### src/rtl/simon_seq_ctrl_pkg.sv
// Shared state encoding and width helpers for the Simon sequence controller
// and the display/menu logic that sits around it.
package simon_pkg;

  typedef enum logic [2:0] {
    ST_IDLE,
    ST_APPEND,
    ST_SHOW_ON,
    ST_SHOW_OFF,
    ST_WAIT,
    ST_RELEASE,
    ST_WIN,
    ST_LOSE
  } simon_state_t;

  // Widest channel count onehot() can encode; callers cast down to NUM_CH.
  localparam int OH_MAX = 64;

  function automatic int cw_of(input int num_ch);
    return (num_ch > 2) ? $clog2(num_ch) : 1;
  endfunction

  function automatic int lw_of(input int max_len);
    return $clog2(max_len + 1);
  endfunction

  function automatic int aw_of(input int max_len);
    return (max_len > 2) ? $clog2(max_len) : 1;
  endfunction

  function automatic int tw_of(input int a, input int b, input int c);
    int m;
    m = a;
    if (b > m) m = b;
    if (c > m) m = c;
    return $clog2(m + 1);
  endfunction

  function automatic logic [OH_MAX-1:0] onehot(input logic [31:0] sym);
    return {{(OH_MAX-1){1'b0}}, 1'b1} << sym;
  endfunction

endpackage

### src/rtl/simon_seq_ctrl_if.sv
// Player-facing bundle of the Simon controller: buttons and random symbol in,
// LEDs and game status out.
interface simon_seq_ctrl_if #(
  parameter int NUM_CH  = 4,
  parameter int MAX_LEN = 32
) ();
  import simon_pkg::*;

  localparam int CW = cw_of(NUM_CH);
  localparam int LW = lw_of(MAX_LEN);

  logic [NUM_CH-1:0] btn;
  logic [CW-1:0]     rand_sym;
  logic [NUM_CH-1:0] led;
  logic              round_start;
  logic              win;
  logic              lose;
  logic [LW-1:0]     score;

  modport master (
    output btn, rand_sym,
    input  led, round_start, win, lose, score
  );

  modport slave (
    input  btn, rand_sym,
    output led, round_start, win, lose, score
  );

endinterface

### src/rtl/simon_seq_ctrl_press_detect.sv
// Button press-edge detector: a press is any button going active while all
// buttons were released on the previous cycle; valid only for a single button.
module simon_press_detect
  import simon_pkg::*;
#(
  parameter int NUM_CH = 4
) (
  input  logic                      clk,
  input  logic                      rst,
  input  logic [NUM_CH-1:0]         btn,
  output logic [NUM_CH-1:0]         btn_q,
  output logic                      press,
  output logic                      valid,
  output logic [cw_of(NUM_CH)-1:0]  sym
);

  localparam int CW = cw_of(NUM_CH);

  always_ff @(posedge clk) begin
    if (rst) btn_q <= '0;
    else     btn_q <= btn;
  end

  assign press = (btn_q == '0) && (btn != '0);
  assign valid = press && $onehot(btn);

  always_comb begin
    sym = '0;
    for (int i = 0; i < NUM_CH; i++) begin
      if (btn[i]) sym = CW'(i);
    end
  end

endmodule

### src/rtl/simon_seq_ctrl.sv
// Simon-Says game controller: grows a random symbol sequence one entry per
// round, plays it back on the LEDs and checks the player's button presses.
module simon_seq_ctrl
  import simon_pkg::*;
#(
  parameter int NUM_CH      = 4,
  parameter int MAX_LEN     = 32,
  parameter int LED_ON_CYC  = 50_000_000,
  parameter int LED_GAP_CYC = 12_500_000,
  parameter int TIMEOUT_CYC = 250_000_000
) (
  input  logic            clk,
  input  logic            rst,
  simon_seq_ctrl_if.slave bus
);

  localparam int CW = cw_of(NUM_CH);
  localparam int LW = lw_of(MAX_LEN);
  localparam int AW = aw_of(MAX_LEN);
  localparam int TW = tw_of(LED_ON_CYC, LED_GAP_CYC, TIMEOUT_CYC);

  localparam logic [TW-1:0] ON_LAST  = TW'(LED_ON_CYC - 1);
  localparam logic [TW-1:0] GAP_LAST = TW'(LED_GAP_CYC - 1);
  localparam logic [TW-1:0] TO_LAST  = TW'(TIMEOUT_CYC);

  simon_state_t      state;
  logic [LW-1:0]     len;
  logic [LW-1:0]     idx;
  logic [LW-1:0]     score;
  logic [TW-1:0]     timer;
  logic [CW-1:0]     seq [MAX_LEN];
  logic [CW-1:0]     seq_rd;
  logic [CW-1:0]     sym_mod;
  logic [NUM_CH-1:0] seq_oh;

  logic [NUM_CH-1:0] btn_q;
  logic              press;
  logic              valid;
  logic [CW-1:0]     sym;

  function automatic logic [TW-1:0] sat_inc(input logic [TW-1:0] v);
    return (v == '1) ? v : v + 1'b1;
  endfunction

  simon_press_detect #(
    .NUM_CH (NUM_CH)
  ) u_press (
    .clk   (clk),
    .rst   (rst),
    .btn   (bus.btn),
    .btn_q (btn_q),
    .press (press),
    .valid (valid),
    .sym   (sym)
  );

  assign sym_mod = CW'(32'(bus.rand_sym) % NUM_CH);
  assign seq_rd  = seq[idx[AW-1:0]];
  assign seq_oh  = NUM_CH'(onehot(32'(seq_rd)));

  // Sequence store carries no reset; only entries below len are ever read.
  always_ff @(posedge clk) begin
    if (state == ST_APPEND) seq[len[AW-1:0]] <= sym_mod;
  end

  always_ff @(posedge clk) begin
    if (rst) begin
      state <= ST_IDLE;
      len   <= '0;
      idx   <= '0;
      score <= '0;
      timer <= '0;
    end else begin
      timer <= sat_inc(timer);
      case (state)
        ST_IDLE: if (press) begin
          state <= ST_APPEND;
          len   <= '0;
          score <= '0;
          timer <= '0;
        end
        ST_APPEND: begin
          state <= ST_SHOW_ON;
          len   <= len + 1'b1;
          idx   <= '0;
          timer <= '0;
        end
        ST_SHOW_ON: if (timer == ON_LAST) begin
          state <= ST_SHOW_OFF;
          timer <= '0;
        end
        ST_SHOW_OFF: if (timer == GAP_LAST) begin
          timer <= '0;
          if (idx == len - 1'b1) begin
            state <= ST_WAIT;
            idx   <= '0;
          end else begin
            state <= ST_SHOW_ON;
            idx   <= idx + 1'b1;
          end
        end
        ST_WAIT: if (press) begin
          timer <= '0;
          state <= (valid && sym == seq_rd) ? ST_RELEASE : ST_LOSE;
        end else if (TIMEOUT_CYC != 0 && timer == TO_LAST) begin
          state <= ST_LOSE;
          timer <= '0;
        end
        // Raw btn here: the round only moves on once every button is up.
        ST_RELEASE: if (bus.btn == '0) begin
          timer <= '0;
          if (idx < len - 1'b1) begin
            state <= ST_WAIT;
            idx   <= idx + 1'b1;
          end else begin
            score <= len;
            state <= (len == LW'(MAX_LEN)) ? ST_WIN : ST_APPEND;
          end
        end
        ST_WIN, ST_LOSE: if (press) begin
          state <= ST_IDLE;
          timer <= '0;
        end
        default: state <= ST_IDLE;
      endcase
    end
  end

  always_comb begin
    bus.led         = '1;
    bus.round_start = 1'b0;
    bus.win         = 1'b0;
    bus.lose        = 1'b0;
    case (state)
      ST_APPEND: begin
        bus.led         = '0;
        bus.round_start = 1'b1;
      end
      ST_SHOW_ON:           bus.led = seq_oh;
      ST_SHOW_OFF:          bus.led = '0;
      ST_WAIT, ST_RELEASE:  bus.led = btn_q;
      ST_LOSE: begin
        bus.led  = seq_oh;
        bus.lose = 1'b1;
      end
      ST_WIN:               bus.win = 1'b1;
      default: ;
    endcase
  end

  assign bus.score = score;

endmodule

### src/flat_wrapper.sv
// flat-port wrapper written by rule: the top's interface ports become plain ports
module simon_seq_ctrl_flat import simon_pkg::*;
#(
  parameter int NUM_CH      = 4,
  parameter int MAX_LEN     = 32,
  parameter int LED_ON_CYC  = 50_000_000,
  parameter int LED_GAP_CYC = 12_500_000,
  parameter int TIMEOUT_CYC = 250_000_000
)
  (clk, rst, bus_btn, bus_rand_sym, bus_led, bus_round_start, bus_win, bus_lose, bus_score);
  simon_seq_ctrl_if #(.NUM_CH(NUM_CH), .MAX_LEN(MAX_LEN)) bus_i ();
  input  logic clk;
  input  logic rst;
  input wire logic [$bits(bus_i.btn)-1:0] bus_btn;
  input wire logic [$bits(bus_i.rand_sym)-1:0] bus_rand_sym;
  output wire logic [$bits(bus_i.led)-1:0] bus_led;
  output wire logic [$bits(bus_i.round_start)-1:0] bus_round_start;
  output wire logic [$bits(bus_i.win)-1:0] bus_win;
  output wire logic [$bits(bus_i.lose)-1:0] bus_lose;
  output wire logic [$bits(bus_i.score)-1:0] bus_score;
  assign bus_i.btn = bus_btn;
  assign bus_i.rand_sym = bus_rand_sym;
  assign bus_led = bus_i.led;
  assign bus_round_start = bus_i.round_start;
  assign bus_win = bus_i.win;
  assign bus_lose = bus_i.lose;
  assign bus_score = bus_i.score;
  simon_seq_ctrl #(.NUM_CH(NUM_CH), .MAX_LEN(MAX_LEN), .LED_ON_CYC(LED_ON_CYC), .LED_GAP_CYC(LED_GAP_CYC), .TIMEOUT_CYC(TIMEOUT_CYC)) u_core (.clk(clk), .rst(rst), .bus(bus_i));
endmodule
### config.mk
export PLATFORM = sky130hd
export DESIGN_NAME = simon_seq_ctrl_flat
export DESIGN_NICKNAME = d
export VERILOG_FILES = /design/src/rtl/simon_seq_ctrl_pkg.sv /design/src/rtl/simon_seq_ctrl_if.sv /design/src/rtl/simon_seq_ctrl_press_detect.sv /design/src/rtl/simon_seq_ctrl.sv /design/src/flat_wrapper.sv
export SDC_FILE = /design/constraint.sdc
export NUM_CORES = 1
export LEC_CHECK = 0
export CAP_MARGIN = 25
export CELL_PAD_IN_SITES_DETAIL_PLACEMENT = 1
export CELL_PAD_IN_SITES_GLOBAL_PLACEMENT = 1
export CORE_ASPECT_RATIO = 0.75
export CORE_MARGIN = 10
export CORE_UTILIZATION = 45
export CTS_BUF_LIST = sky130_fd_sc_hd__clkbuf_16
export CTS_CLUSTER_DIAMETER = 120
export DETAILED_ROUTE_END_ITERATION = 10
export PLACE_DENSITY = 0.76
export SLEW_MARGIN = 20
export SYNTH_ARGS = -nofsm -noshare
export SYNTH_HDL_FRONTEND = slang
export SYNTH_SLANG_ARGS = --single-unit
### constraint.sdc
create_clock -name clk -period 3.4 [get_ports clk]
set_input_delay 1.02 -clock clk [delete_from_list [all_inputs] [get_ports clk]]
set_output_delay 1.02 -clock clk [all_outputs]
set_load 0.005 [all_outputs]
After elaboration in Yosys (flattened, before gate mapping)
Memory sizes are Yosys's and may differ from the RTL's. A register that Yosys moved wholly into a read port is not among the register bits.
Cells that the tools add are included.
{"block": "word_totals", "reg_bits": 53, "ramBits": 64, "input_bits": 8, "output_inout_bits": 13, "wordCells": 98, "memories": 1}
{"block": "op_classes", "n_addsub": 7, "n_lt_le_gt_ge": 1, "n_eq_ne": 23, "n_shift": 1, "mux": 40, "n_reduce_logical": 19}
{"memory": "u_core.seq", "depth": 32, "word_bits": 2, "rd": 1, "rd_ports_with_merged_regs": 1, "write_ports": 1, "line_no": "simon_seq_ctrl.sv:31", "text": "logic [CW-1:0] seq [MAX_LEN];"}
{"op": "two-way mux 28 bit", "n": 7}
{"op": "case mux 28 bit (6 select lines)", "n": 1}
{"op": "== test 28 bit (second input constant)", "n": 2}
{"op": "two-way mux 6 bit", "n": 7}
{"op": "two-way mux 3 bit", "n": 10}
{"op": "adder 28 x 1 -> 28 bit (second input constant)", "n": 1}
{"op": "== test 28 x 24 -> 1 bit (second input constant)", "n": 1}
{"op": "== test 28 x 26 -> 1 bit (second input constant)", "n": 1}
{"op": "case mux 6 bit (2 select lines)", "n": 2}
{"op": "case mux 3 bit (7 select lines)", "n": 1}
{"op": "case mux 6 bit (3 select lines)", "n": 1}
{"op": "adder 6 x 1 -> 6 bit (second input constant)", "n": 2}
{"op": "== test 3 bit (second input constant)", "n": 4}
{"op": "case mux 4 bit (3 select lines)", "n": 1}
{"op": "two-way mux 5 bit", "n": 2}
{"op": "zero test 4 bit", "n": 2}
{"op": "!= test 2 x 1 -> 1 bit (second input constant)", "n": 4}
{"op": "AND reduction 4 bit", "n": 2}
{"op": "OR reduction 2 bit", "n": 4}
{"op": "== test 3 x 1 -> 1 bit (second input constant)", "n": 2}
{"op": "== test 3 x 2 -> 1 bit (second input constant)", "n": 2}
{"op": "== test 6 bit", "n": 1}
{"op": "== test 6 bit (second input constant)", "n": 1}
{"op": "less-than comparator 6 bit", "n": 1}
{"op": "other kinds (17)", "n": 29}

Depth between registers and ports, before layout
{"block": "logic_depth", "ltp_word": 8, "mapped_depth": 12, "mapped_depth_nobuf": 12}

By module
Synthesis repeated with hierarchy kept, for this count alone.
{"block": "hier_totals", "cells_unflattened": 576, "hier_area_um2": 5987.0}
{"mod": "simon_seq_ctrl", "n_inst": 1, "cells_per_inst": 551, "area_each_um2": 5764.3, "seq_area_each_um2": 3002.9}
{"mod": "simon_press_detect", "n_inst": 1, "cells_per_inst": 25, "area_each_um2": 222.7, "seq_area_each_um2": 80.1}

Worst setup path before layout
No wires, ideal clock.
{"block": "synth_timing", "path_kind": "flip-flop to output port", "start": "reg with a tool-made name", "end": "out bus_led[1]", "arrival_ns": 2.152, "setup_slack_ns": 0.228, "stages_incl_launch_ff": 10, "n_path_buf": 2, "path_cell_list": "dfxtp_1 > buf_4 > mux4_2 > mux2_2 > nand3b_1 > and4_1 > clkbuf_1 > o21ai_0 > maj3_1 > o21a_1"}
{"element": "end, declared", "line_no": "flat_wrapper.sv:16", "text": "output wire logic [$bits(bus_i.led)-1:0] bus_led;"}

==> summary.txt <==
Floorplanning
  – Starting Density: 45.7%
  – Die W: 152 um
  – FP Rows: 36
  – Core area: 12900 um2
  – DIE HEIGHT: 119 um
  – Top Ports: 21
  – Die area: between 15000 and 20000 um2

STA
  – Unrepaired setup endpoints after global routing: yes
  – Relative slew slack: a little under two thirds
  – Fin crit share: 111%
  – Final WS setup: -367 ps
  – Final hold vios: 0
  – Clock skew: 11.2 ps
  – # setup viols final: 4
  – Worst-margin pin slew: 539 ps
  – Post-layout minimum cycle time: 3770 ps
  – Final slew viol count: 0
  – Fmax: ~270 MHz

Final layout
  – Layout Cells excl Fill: 781
  – Area Growth Syn to Fin: 19.6%
  – Leading cell type in the layout, fill and taps excluded: nor2_1
  – Post-route cell area: ~7100 um2
  – Share of layout cells above drive strength 1: 17.2%
  – Diodes inserted: 0
  – Most frequent cells in the layout: 92 x nor2_1, 64 x edfxtp_1, 56 x dfxtp_1, 34 x nand2_1, 32 x buf_4
  – Nets: 623
  – Fillers: 1371

Yosys
  – Ys Warns: 0
  – Flops & latches, synth: around 120
  – Synth Net Count: roughly 570
  – Largest family of logic cells by synthesized area: simple AND/OR/NAND/NOR gates
  – Gate Count Post-Synth: 540
  – Main synth FF type: edfxtp_1
  – Mapped Area: 5910 um2
  – EDFF count, synth: 64
  – Syn_area_per_cell: 10.9 um2
  – Yosys cell types: 62
  – Post-synthesis compound-gate area fraction: 7.70%
  – Mux contribution to synthesized area: 7.34%
  – Post-synth ARST share: 0%
  – Register area share after synthesis: between 50% and 60%
  – Simple-gate share of the synthesized area: 20.7%
  – Synth Area in XOR/XNOR: around 4.7%
  – Synth Area in Adders: 4.11%

Detailed routing
  – Antenna viol nets, final: 0
  – Detailed-route wire length per cell: 20.6 um
  – Via density: about 5.8
  – DRT Wirelength: 16.1 mm
  – DRC errors left: 0
  – Drt first pass iters: 4
  – DRT iter0 DRCs: 392
  – Via Count: 4508

Power
  – Leakage: 0.00249 uW
  – Power per Cell Area: roughly 540 nW/um2
  – VDD IR max: slightly below 0.4 mV
  – Pwr Total: 3790 uW

Run
  – Max-cap violations: 0

Global route
  – Total global routing overflow: 0
  – Largest net degree at the start of global routing: 33
  – Gr usage total: 18.1%
  – Vias in the first global route: roughly 4800
  – First-pass GRT wire length: 26.5 mm
  – Initial antenna violation count: 0

Placed design
  – GPL Wtd Cong: 0.857
  – Placed Instances: roughly 740
  – IO Port Bufs: 20
  – DP Area: 6470 um2
  – Hpwl dp: 11.1 mm

Setup path
  – Setup crit start kind: flip-flop
  – Crit path required time: 2380 ps
  – Critical Path End Type: output pin
  – Critical path arrival: 2750 ps
  – CP Class: reg -> out
  – Crit path max fanout: 5

Clock tree
  – CTS tree: done
  – Clock sinks: about 120
  – Post-cts hold buffer count: 0
  – Worst skew pair latency: 420 ps
  – Total CTS buffers: 17
  – Htree depth: 4
  – Root Driver: clkbuf_16
  – Worst-path clk slew: 50 ps
  – Clock buffer depth: 2

Hold path
  – Type of the tightest min-delay check: reg -> reg

Outcome
  – Outcome: finished, violations left
  – Failing checks: setup timing
-- layout make-up --
| cell class | instances | area [um2] | share of cell area [%] |
|---|---|---|---|
| clock buffers | 17 | 425 | 6.02 |
| flip-flops and latches | 122 | 3090 | 43.7 |
| well taps | 171 | 214 | 3.03 |
| clock inverters | 15 | 58.8 | 0.832 |
| inverters | 19 | 71.3 | 1.01 |
| repair buffers | 58 | 515 | 7.29 |
| multi-input cells | 379 | 2700 | 38.1 |
-- synth_stat cells, types with 3 or more instances --
master	number	area share [%]
o211a_1	3	0.51
a211oi_1	4	0.51
nor3b_1	4	0.51
nor4_1	4	0.42
a21oi_1	17	1.4
nand3b_1	8	1.0
and2_1	4	0.42
buf_2	3	0.25
mux4_2	16	6.1
clkbuf_1	8	0.51
xor2_1	17	2.5
nand2_1	34	2.2
or3_1	4	0.42
nand2b_1	5	0.53
xnor2_1	15	2.2
mux2i_1	4	0.68
nor3_1	8	0.68
nand3_1	19	1.6
dfxtp_1	58	20
o21ai_0	12	1.0
nor2b_1	6	0.63
edfxtp_1	64	33
a22oi_1	7	0.89
or4_1	6	0.76
inv_1	17	1.1
and4_1	7	1.0
mux2_2	3	0.57
nand4_1	17	1.8
and3_1	11	1.2
nand4b_1	3	0.44
nor2_1	92	5.8
buf_4	7	0.89
ha_1	17	3.6
-- power by group --
group	internal (uW)	switching [uW]	total (uW)
combinational	290	363	653
sequential	1580	47.6	1630
clock	890	612	1500
-- state kept, by name, summed over array words and instances, names as in the netlist, named ones only --
register / cells
u_core.timer: 28
u_core.idx: 6
u_core.bus.score: 6
u_core.len: 6
u_core.u_press.btn_q: 4
u_core.state: 3
u_core.seq: 64
-- worst max-delay path, cell delays in order (launching register included) --
cell and delay [ps]:
dfxtp_4 360, buf_6 120, buf_6 90, mux4_2 490, mux2_4 280, nand3b_1 100, nand4_1 200, buf_4 210
a21oi_4 130, o21ai_1 100, o211a_1 120, buf_2 120
-- path summary, 6_finish.rpt --
kind | slack, ps | to | start | cells past startpoint
hold / removal | 470 | u_core.bus.score[3]$_SDFFE_PP0P_ | u_core.bus.score[3]$_SDFFE_PP0P_ | 2
hold reg to reg | 470 | u_core.bus.score[3]$_SDFFE_PP0P_ | u_core.bus.score[3]$_SDFFE_PP0P_ | 2
setup reg to reg | 420 | flip-flop | u_core.len[0]$_SDFFE_PP0P_ | 13
setup / recovery | -370 | bus_led[2] | flip-flop | 11
-- routing by layer --
layer  vias to the layer above  GRT usage, %  wire (um)
li1                       2100             -          -
met1                      2257          23.1       7120
met2                       128          29.2       7740
met3                        23          5.03        971
met4                         0          5.82        249
met5                         -             0          0
-- through the flow --
step / utilization, % / setup TNS (ps) / hold WS (ps) / setup slack (ps)
floorplan: - / 0 / 462 / 228
global placement: 50.0 / -900 / 458 / -256
detailed placement: 50.0 / -1800 / 462 / -387
CTS: 54.6 / -1430 / 471 / -383
global route: 54.7 / -1870 / 494 / -444
finish: 54.7 / -1410 / 470 / -367
-- cell families (layout without fill, tap and decap cells) --
family | Yosys count | in the layout
compound gates | 64 | 64
xor+xnor | 32 | 32
fa+ha+maj | 19 | 19
buf+inv | 39 | 109
flops | 122 | 122
mux | 23 | 23
simple gates | 241 | 241
-- timing repair --
| item | in CTS | in global routing |
|---|---|---|
| setup endpoints to repair | 4 | 5 |
| pin swaps | 10 | 3 |
| setup buffers | 7 | 1 |
| resized for setup | 38 | 3 |
| gates cloned | 0 | 0 |
(Power assumes the default switching activity.)
